[config.mk]
export PLATFORM = sky130hd
export DESIGN_NAME = calc_sequencer
export DESIGN_NICKNAME = d
export VERILOG_FILES = /design/src/rtl/calc_sequencer.sv
export SDC_FILE = /design/constraint.sdc
export NUM_CORES = 1
export LEC_CHECK = 0
export BUFFER_PORTS_ARGS = -buffer_cell sky130_fd_sc_hd__buf_4
export CELL_PAD_IN_SITES_DETAIL_PLACEMENT = 2
export CELL_PAD_IN_SITES_GLOBAL_PLACEMENT = 2
export CORE_MARGIN = 2
export CORE_UTILIZATION = 35
export CTS_CLUSTER_SIZE = 8
export DETAILED_ROUTE_END_ITERATION = 7
export GPL_TIMING_DRIVEN = 0
export PLACE_DENSITY_LB_ADDON = 0.08
export SETUP_SLACK_MARGIN = 0.1
export SYNTH_ARGS = -nofsm -noshare
export SYNTH_HDL_FRONTEND = slang
export SYNTH_SLANG_ARGS = --single-unit
[constraint.sdc]
create_clock -name clk -period 7.3 [get_ports clk]
set_input_delay 1.095 -clock clk [delete_from_list [all_inputs] [get_ports clk]]
set_output_delay 1.095 -clock clk [all_outputs]
set_load 0.05 [all_outputs]
[src/rtl/calc_sequencer.sv]
// Calculator sequencer: latches operands on an op strobe, runs add/sub/mul/div,
// converts the magnitude to BCD and holds the four display digit codes.
module calc_sequencer #(
  parameter int OP_W  = 7,
  parameter int RES_W = 14
) (
  input  logic            clk,
  input  logic            rst,
  input  logic [3:0]      op_pulse,
  input  logic            ret_pulse,
  input  logic [OP_W-1:0] num1,
  input  logic [OP_W-1:0] num2,
  output logic            busy,
  output logic            done,
  output logic            show_result,
  output logic            is_negative,
  output logic            div_zero,
  output logic [15:0]     digits_out
);

  localparam int CNT_W = $clog2(RES_W);

  typedef enum logic [2:0] {IDLE, EXEC, CONV, DONE, SHOW} seqState;
  typedef enum logic [1:0] {OP_ADD, OP_SUB, OP_MUL, OP_DIV} seqOp;

  seqState state, stateNext;
  seqOp    opReg, opDecoded;
  logic    opValid;

  logic latch, execStep, execLast, convStep, convLast;
  logic [CNT_W-1:0] cnt, execLastCnt;

  logic [OP_W-1:0]  a, b, mplier;
  logic [RES_W-1:0] acc, mcand;
  logic [OP_W+1:0]  dvd, remShift;
  logic [OP_W:0]    rem, divisor;
  logic             qBit;
  logic             isNeg, divZero;
  logic [15:0]      bcd, adj, bcdNext, digitsReg;

  always_comb begin
    opValid   = 1'b0;
    opDecoded = OP_ADD;
    case (op_pulse)
      4'b0001: begin opValid = 1'b1; opDecoded = OP_ADD; end
      4'b0010: begin opValid = 1'b1; opDecoded = OP_SUB; end
      4'b0100: begin opValid = 1'b1; opDecoded = OP_MUL; end
      4'b1000: begin opValid = 1'b1; opDecoded = OP_DIV; end
      default: ;
    endcase
  end

  always_comb begin
    case (opReg)
      OP_MUL:  execLastCnt = CNT_W'(OP_W - 1);
      OP_DIV:  execLastCnt = CNT_W'(OP_W + 1);
      default: execLastCnt = '0;
    endcase
  end

  always_ff @(posedge clk or negedge rst) begin
    if (!rst) state <= IDLE;
    else      state <= stateNext;
  end

  always_comb begin
    stateNext   = state;
    busy        = 1'b0;
    done        = 1'b0;
    show_result = 1'b0;
    latch       = 1'b0;
    execStep    = 1'b0;
    execLast    = 1'b0;
    convStep    = 1'b0;
    convLast    = 1'b0;
    case (state)
      IDLE, SHOW: begin
        show_result = (state == SHOW);
        if (ret_pulse) begin
          stateNext = IDLE;
        end else if (opValid) begin
          latch     = 1'b1;
          stateNext = EXEC;
        end
      end
      EXEC: begin
        busy = 1'b1;
        if (ret_pulse) begin
          stateNext = IDLE;
        end else begin
          execStep = 1'b1;
          if (cnt == execLastCnt) begin
            execLast  = 1'b1;
            stateNext = CONV;
          end
        end
      end
      CONV: begin
        busy = 1'b1;
        if (ret_pulse) begin
          stateNext = IDLE;
        end else begin
          convStep = 1'b1;
          if (cnt == CNT_W'(RES_W - 1)) begin
            convLast  = 1'b1;
            stateNext = DONE;
          end
        end
      end
      DONE: begin
        busy      = 1'b1;
        done      = 1'b1;
        stateNext = ret_pulse ? IDLE : SHOW;
      end
      default: stateNext = IDLE;
    endcase
  end

  // Restoring divide step: 2b divisor against the shifted partial remainder.
  always_comb begin
    divisor  = {b, 1'b0};
    remShift = {rem, dvd[OP_W+1]};
    qBit     = (remShift >= {1'b0, divisor});
  end

  // Double-dabble adjust, then shift the next binary bit in (MSB first).
  always_comb begin
    adj = bcd;
    for (int unsigned i = 0; i < 4; i++) begin
      if (bcd[4*i +: 4] >= 4'd5) adj[4*i +: 4] = bcd[4*i +: 4] + 4'd3;
    end
    bcdNext = 16'({adj, acc[RES_W-1]});
  end

  always_ff @(posedge clk or negedge rst) begin
    if (!rst) begin
      opReg     <= OP_ADD;
      cnt       <= '0;
      a         <= '0;
      b         <= '0;
      mplier    <= '0;
      acc       <= '0;
      mcand     <= '0;
      dvd       <= '0;
      rem       <= '0;
      isNeg     <= 1'b0;
      divZero   <= 1'b0;
      bcd       <= '0;
      digitsReg <= '0;
    end else if (latch) begin
      opReg   <= opDecoded;
      cnt     <= '0;
      a       <= num1;
      b       <= num2;
      mplier  <= num2;
      acc     <= '0;
      mcand   <= RES_W'(num1);
      dvd     <= {1'b0, num1, 1'b0} + (OP_W+2)'(num2);
      rem     <= '0;
      isNeg   <= 1'b0;
      divZero <= 1'b0;
      bcd     <= '0;
    end else if (execStep) begin
      cnt <= execLast ? '0 : cnt + CNT_W'(1);
      case (opReg)
        OP_ADD: acc <= RES_W'(a) + RES_W'(b);
        OP_SUB: begin
          if (a < b) begin
            acc   <= RES_W'(b - a);
            isNeg <= 1'b1;
          end else begin
            acc <= RES_W'(a - b);
          end
        end
        OP_MUL: begin
          if (mplier[0]) acc <= acc + mcand;
          mcand  <= mcand << 1;
          mplier <= mplier >> 1;
        end
        OP_DIV: begin
          // Zero divisor still burns the full EXEC length with a zero result.
          if (b == '0) begin
            divZero <= 1'b1;
          end else begin
            rem <= (OP_W+1)'(qBit ? remShift - {1'b0, divisor} : remShift);
            acc <= {acc[RES_W-2:0], qBit};
            dvd <= dvd << 1;
          end
        end
      endcase
    end else if (convStep) begin
      cnt <= convLast ? '0 : cnt + CNT_W'(1);
      bcd <= bcdNext;
      acc <= acc << 1;
      if (convLast) digitsReg <= isNeg ? {4'd11, 4'd10, bcdNext[7:0]} : bcdNext;
    end
  end

  assign is_negative = isNeg;
  assign div_zero    = divZero;
  assign digits_out  = digitsReg;

endmodule

Word level (Yosys, flattened, before mapping):

Index checks and enable logic that the tools add are counted.

* add/sub/neg operators: 11
* multipliers: 0
* div/mod/pow operators: 0
* magnitude comparators: 6
* eq/ne operators: 20
* shift operators: 0
* mux-type cells: 69
* bitwise logic cells: 2
* reductions and logical operators: 22

Operators by type and width (count)
* two-way mux 14 bit: 9
* two-way mux 16 bit: 4
* case mux 14 bit (4 select lines): 1
* two-way mux 8 bit: 5
* two-way mux 9 bit: 4
* two-way mux 4 bit: 8
* two-way mux 1 bit: 24
* two-way mux 3 bit: 8
* two-way mux 7 bit: 3
* greater-or-equal comparator 4 x 3 -> 1 bit (second input constant): 4
* subtractor 7 x 7 -> 8 bit: 2
* AND reduction 3 bit: 5
* adder 14 bit: 1
* nonzero test 2 bit: 7
* adder 4 x 2 -> 4 bit (second input constant): 3
* case mux 3 bit (4 select lines): 1
* adder 8 x 7 -> 9 bit: 1
* greater-or-equal comparator 9 x 8 -> 1 bit: 1
* inequality test 3 bit (second input constant): 3
* adder 7 x 7 -> 8 bit: 1
* equality test 4 bit (second input constant): 2
* inequality test 4 bit (second input constant): 2
* case mux 4 bit (2 select lines): 1
* subtractor 8 bit: 1
* other kinds (24): 29

* bits in registers: 109
* bits in latches: 0
* memory bits (writable): 0
* ROM bits: 0
* bits of input ports: 21
* memories kept: 0

Logic depth before layout (Yosys ltp):

* depth after elaboration: 9
* gate-level depth with buffers: 12

Least setup slack after synthesis:

Ideal clock, no wire load.

* path type: input to register
* start: input op_pulse[1]
* end: register acc[12]
* library setup time: 0.136 ns
* arrival: 2.393 ns
* data required time: 7.164 ns
* setup slack: 4.771 ns
* stages: 7
* path buffers: 0
* path through: inv_2 > or4_4 > a21o_1 > nand2_4 > nand2_1 > a221oi_1 > a311oi_2

* word-level cells in the longest chain between the ends: 8
* elaborated cells on any way between the ends: 14
* those cells by class: eq/ne: 6; mux: 5; reduce/logical: 3

RTL lines
* start: declaration: RTL line 9 `input logic [3:0] op_pulse,`
* equality test 4 bit, or another cell as far along: RTL line 44 `case (op_pulse)`
* OR reduction 4 bit (no line) *
* two-way mux 1 bit *: RTL line 44
* two-way mux 1 bit *: RTL line 81 `end else if (opValid) begin`
* two-way mux 1 bit *: RTL line 79 `if (ret_pulse) begin`
* two-way mux 1 bit *: RTL line 76 `case (state)`
* inequality test 4 bit (no line) or nonzero test 3 bit (tied branches)
* AND reduction 3 bit (no line)
* end signal: assignment: RTL line 166 `OP_ADD: acc <= RES_W'(a) + RES_W'(b);`
* end signal: assignment: RTL line 169 `acc <= RES_W'(b - a);`
* end signal: assignment: RTL line 172 `acc <= RES_W'(a - b);`
* end: declaration: RTL line 34 `logic [RES_W-1:0] acc, mcand;`

Every way passes the cells marked *; elsewhere a longest branch is shown, timed or not.
A chain may end at the register's enable or synchronous reset.

Worst setup path in the final report:

* start: register b[1]
* end: register acc[12]

* word-level cells in the longest chain between the ends: 5
* elaborated cells on any way between the ends: 10
* those cells by class: add/sub: 2; order compare: 1; eq/ne: 1; mux: 4; reduce/logical: 2

RTL lines
* start: declaration: RTL line 33 `logic [OP_W-1:0] a, b, mplier;`
* start signal: assignment: RTL line 154 `b <= num2;`
* subtractor 7 x 7 -> 8 bit, or another cell as far along: RTL line 172
* two-way mux 14 bit: RTL line 168 `if (a < b) begin`
* case mux 14 bit (4 select lines): RTL line 165 `case (opReg)`
* two-way mux 14 bit: RTL line 163 `end else if (execStep) begin`
* two-way mux 14 bit: RTL line 150 `end else if (latch) begin`

Several ways; a longest one is shown, not always the timed one.

==> run summary <==
The via density per instance came out at 5.70. Of the cells placed in the final design, the portion with a size suffix greater than 1 is 11.1%. The setup violation total in the final timing report is 0. Once placement finished, the instance area stood at 0.00829 mm². The maximum root-to-sink buffer count is 2. The final max-slew violation count is 0.

The height of the die came out at 151 µm. The share of Yosys cell area claimed by the top area cell type is a little over a third. Leaving out filler cells and counting taps, the final layout contains between 1000 and 1500.

The largest net degree at the start of global routing came out at 64. The post-cts sizing count came out at 0. Setup repair after global routing left no endpoint under its margin. The largest voltage drop on the vdd net came out at 0.000209 V.

The number of filler cells placed in the layout is 2364. The detailed router placed 6931 vias in this run. The final-report hold violation count came out at 0.

Before antenna repair, the detailed router went through 4 iterations. Counting every instance in the synthesized netlist gives 884. The internal power summed over all cells came out at 1.74 mW. The startpoint type of the worst setup path is a flop.

The slew at the pin with the worst max-slew slack is 878 ps. The arrival time at the worst endpoint is 3510 ps. The required time of the critical path is about 7500 ps.

Tracing the worst setup path back leads to its startpoint at b[1]$_DFFE_PN0P_. The initial utilization of the core area, before any placement, comes to 35.9%. The worst path uses around 45% of the clock period. The final routed DRC violation total came out at 0. The number of cells on the worst reg-to-reg path came out at 10. The most instantiated flip-flop cell in the synthesis netlist is dfrtp_1. The number of violations of the max-capacitance limit is 0. Prior to clock tree synthesis, the placed netlist has a worst setup slack of 4110 ps. The run finished with clean final reports. The leakage power summed over all cells is 3.93 nW. The final critical-path required period came out at 3270 ps. Global routing used 23.7% of the available tracks. In the post-synthesis netlist, the cell with the most instances is nand2_1. The sequential cell area fraction in the yosys report came out at 35.9%. Dividing the detail-routed wire length by the instance count gives 21.3 µm. In this run the tool buffered the top-level ports with a little over 40 buffer cells. For this run, the post-layout net count is between 1000 and 1500. After clock tree synthesis, the flow added hold-fix buffers numbering 0. The critical path in this run is classified as reg2reg. The number of inserted diodes came out at 0.

The worst setup margin is around 4000 ps. The reg-to-reg critical path startpoint is b[1]$_DFFE_PN0P_. Counting flops and latches in the post-synthesis netlist gives 109.

In this run the number of H-tree levels came out at 3. The via count of the first global-routing pass is 7649. 42 I/O pins were placed. The post-synthesis instance area came out at 0.00760 mm².

Of all nets on the critical path, the largest fanout is 7. The power density over the cells is around 380 mW/mm². The biggest area contributor in the post-synthesis netlist is dfrtp_1. The highest clock frequency the design can meet came out at about 310 MHz.

The clock slew at the register clock pins of the worst setup and hold paths is 70 ps. The clock tree from TritonCTS is built. The number of synthesized flops with an enable pin is 0. Adding up every negative setup slack in the final design gives 0 ps. The proportion of power drawn by combinational gates came out at 54.7%. The initial antenna violation count is 0. The root buffer cell chosen for the clock tree is clkbuf_16. In this run the standard cell core region covers 0.0212 mm². The die width is 151 µm. The share of flip-flops with an asynchronous set or reset after synthesis came out at 100%.

The first routing iteration left 271 violations. The switching power summed over all nets is 1.57 mW. The worst-skew pair later-pin latency is 360 ps. In this run the post-CTS setup repair buffer count came out at 0. The endpoint of the lowest-slack register-to-register path is acc[12]$_DFFE_PN0P_. The wire length after detailed routing is 25900 µm. The reg-to-reg setup timing slack came out at about 4000 ps.

The launch point of the worst hold path is dvd[0]$_DFFE_PN0P_. The proportion of total power due to net switching is between 40% and 50%. The clock arrives with 7.23 ps of skew. The worst hold path belongs to the class reg2reg. Buffers inserted during clock tree synthesis total 9. For this run, the number of Yosys warnings is 0. The post-route cell area is ~0.0086 mm².

The detailed placer's ending HPWL came out at 20500 µm. The remaining max-slew budget at the tightest pin is about two fifths. The remaining antenna violation count after routing came out at 0. The endpoint with the worst hold slack is dvd[0]$_DFFE_PN0P_. After layout, the design draws a total of 3.30 mW. Ranked by instance count, the synthesized netlist is headed by 137 x nand2_1, 109 x dfrtp_1, 88 x a21oi_1. The first global-routing pass estimated 41900 µm of wire. For this run the aggregate overflow at the end of global routing stands at 0. The growth of design area from synthesis to finish is 13.1%. STA classifies the critical path endpoint as a flop.

The sequential group share of total power is 29.1%. The die covers 0.0229 mm². The average instance in the mapped netlist occupies ~8.6 µm². The number of distinct standard cells referenced by the synthesized netlist came out at 79. Yosys attributes the largest share of cell area to dfrtp_1 36%, ha_1 9.4%, nand2_1 6.8%. The hold-critical path depth is 2. The routability congestion estimate is roughly 0.83.

The count of standard-cell rows is 53. The total placed cells including tap cells came out at 1201. Per report_power, the clock group accounts for 16.1% of the total.

The post-synth net total is 968. The total number of clock tree sinks came out at 109.
critical path, stage by stage, from the launching register on:
cell and delay, ps:
dfrtp_1 620, inv_1 260, fa_1 480, nand3_1 180, a21oi_1 120, nand2b_1 150, buf_2 180, mux2i_1 490
nand2_1 250, a221oi_1 340, a311oi_2 80
cell usage in the layout, fill, tap and decap left out, types with 14 or more instances in the layout:
master    instances
a211oi_1         14
a21o_1           14
a21oi_1          88
buf_2            15
buf_4            43
clkbuf_1         19
dfrtp_1         109
ha_1             57
inv_1            46
mux2i_1          16
nand2_1         137
nand3_1          22
nor2_1           70
nor2b_1          14
nor3_1           14
o21ai_0          63
xnor2_1          19
state kept, by name (all words and copies together) (netlist names):
register,count
is_negative,1
dvd,9
b,7
acc,14
opReg,2
mplier,7
state,3
digits_out,16
bcd,16
cnt,4
mcand,14
div_zero,1
a,7
rem,8
per-layer routing:
layer / global-route usage [%] / share of wire [%] / up-vias
met5: 0 / 0 / -
met3: 2.98 / 2.3 / 27
met2: 42.5 / 51 / 90
met4: 5.42 / 1.4 / 0
met1: 30.3 / 46 / 3571
li1: - / - / 3243
final cells by class:
cell class | instances | area, µm² | area share [%]
tap | 275 | 344 | 4.00
sequential | 109 | 2730 | 31.7
inverter | 47 | 176 | 2.05
clock inverter | 4 | 53.8 | 0.626
clock buffer | 12 | 256 | 2.98
timing repair buffer | 42 | 339 | 3.94
buffer | 41 | 230 | 2.68
multi-input combinational | 687 | 4470 | 52.0
power groups by stage:
stage	logic, mW	clock network, mW	registers, mW
after floorplan	1.26	0	0.907
after global placement	1.70	0	0.963
after detailed placement	1.79	0	0.973
after CTS	1.81	0.547	0.965
after global routing	2.00	0.563	0.990
final	1.81	0.533	0.962
cell families (layout without fill, tap and decap cells):
group	Yosys count	in the layout	synth area share [%]
muxes	17	17	2.25
and+or+nand+nor	305	305	18.8
buffers and inverters	88	146	5.35
AOI/OAI and AO/OA	274	274	23.5
xor gates and xnor gates	28	28	3.23
DFF	109	109	35.9
adders and majority gates	63	63	11.0
through the flow:
step | utilization, % | hold WS, ps
2_1_floorplan | - | 441
4_1_cts | 40.6 | 491
5_1_grt | 40.6 | 515
6_report | 40.6 | 490
3_5_place_dp | 39.2 | 481
3_3_place_gp | 39.0 | 464
worst max path at each step:
stage | endpoint
floorplan | acc[12]$_DFFE_PN0P_
global placement | acc[12]$_DFFE_PN0P_
detailed placement | acc[13]$_DFFE_PN0P_
CTS | acc[9]$_DFFE_PN0P_
global route | acc[12]$_DFFE_PN0P_
finish | acc[12]$_DFFE_PN0P_
(Power assumes the default switching activity.)
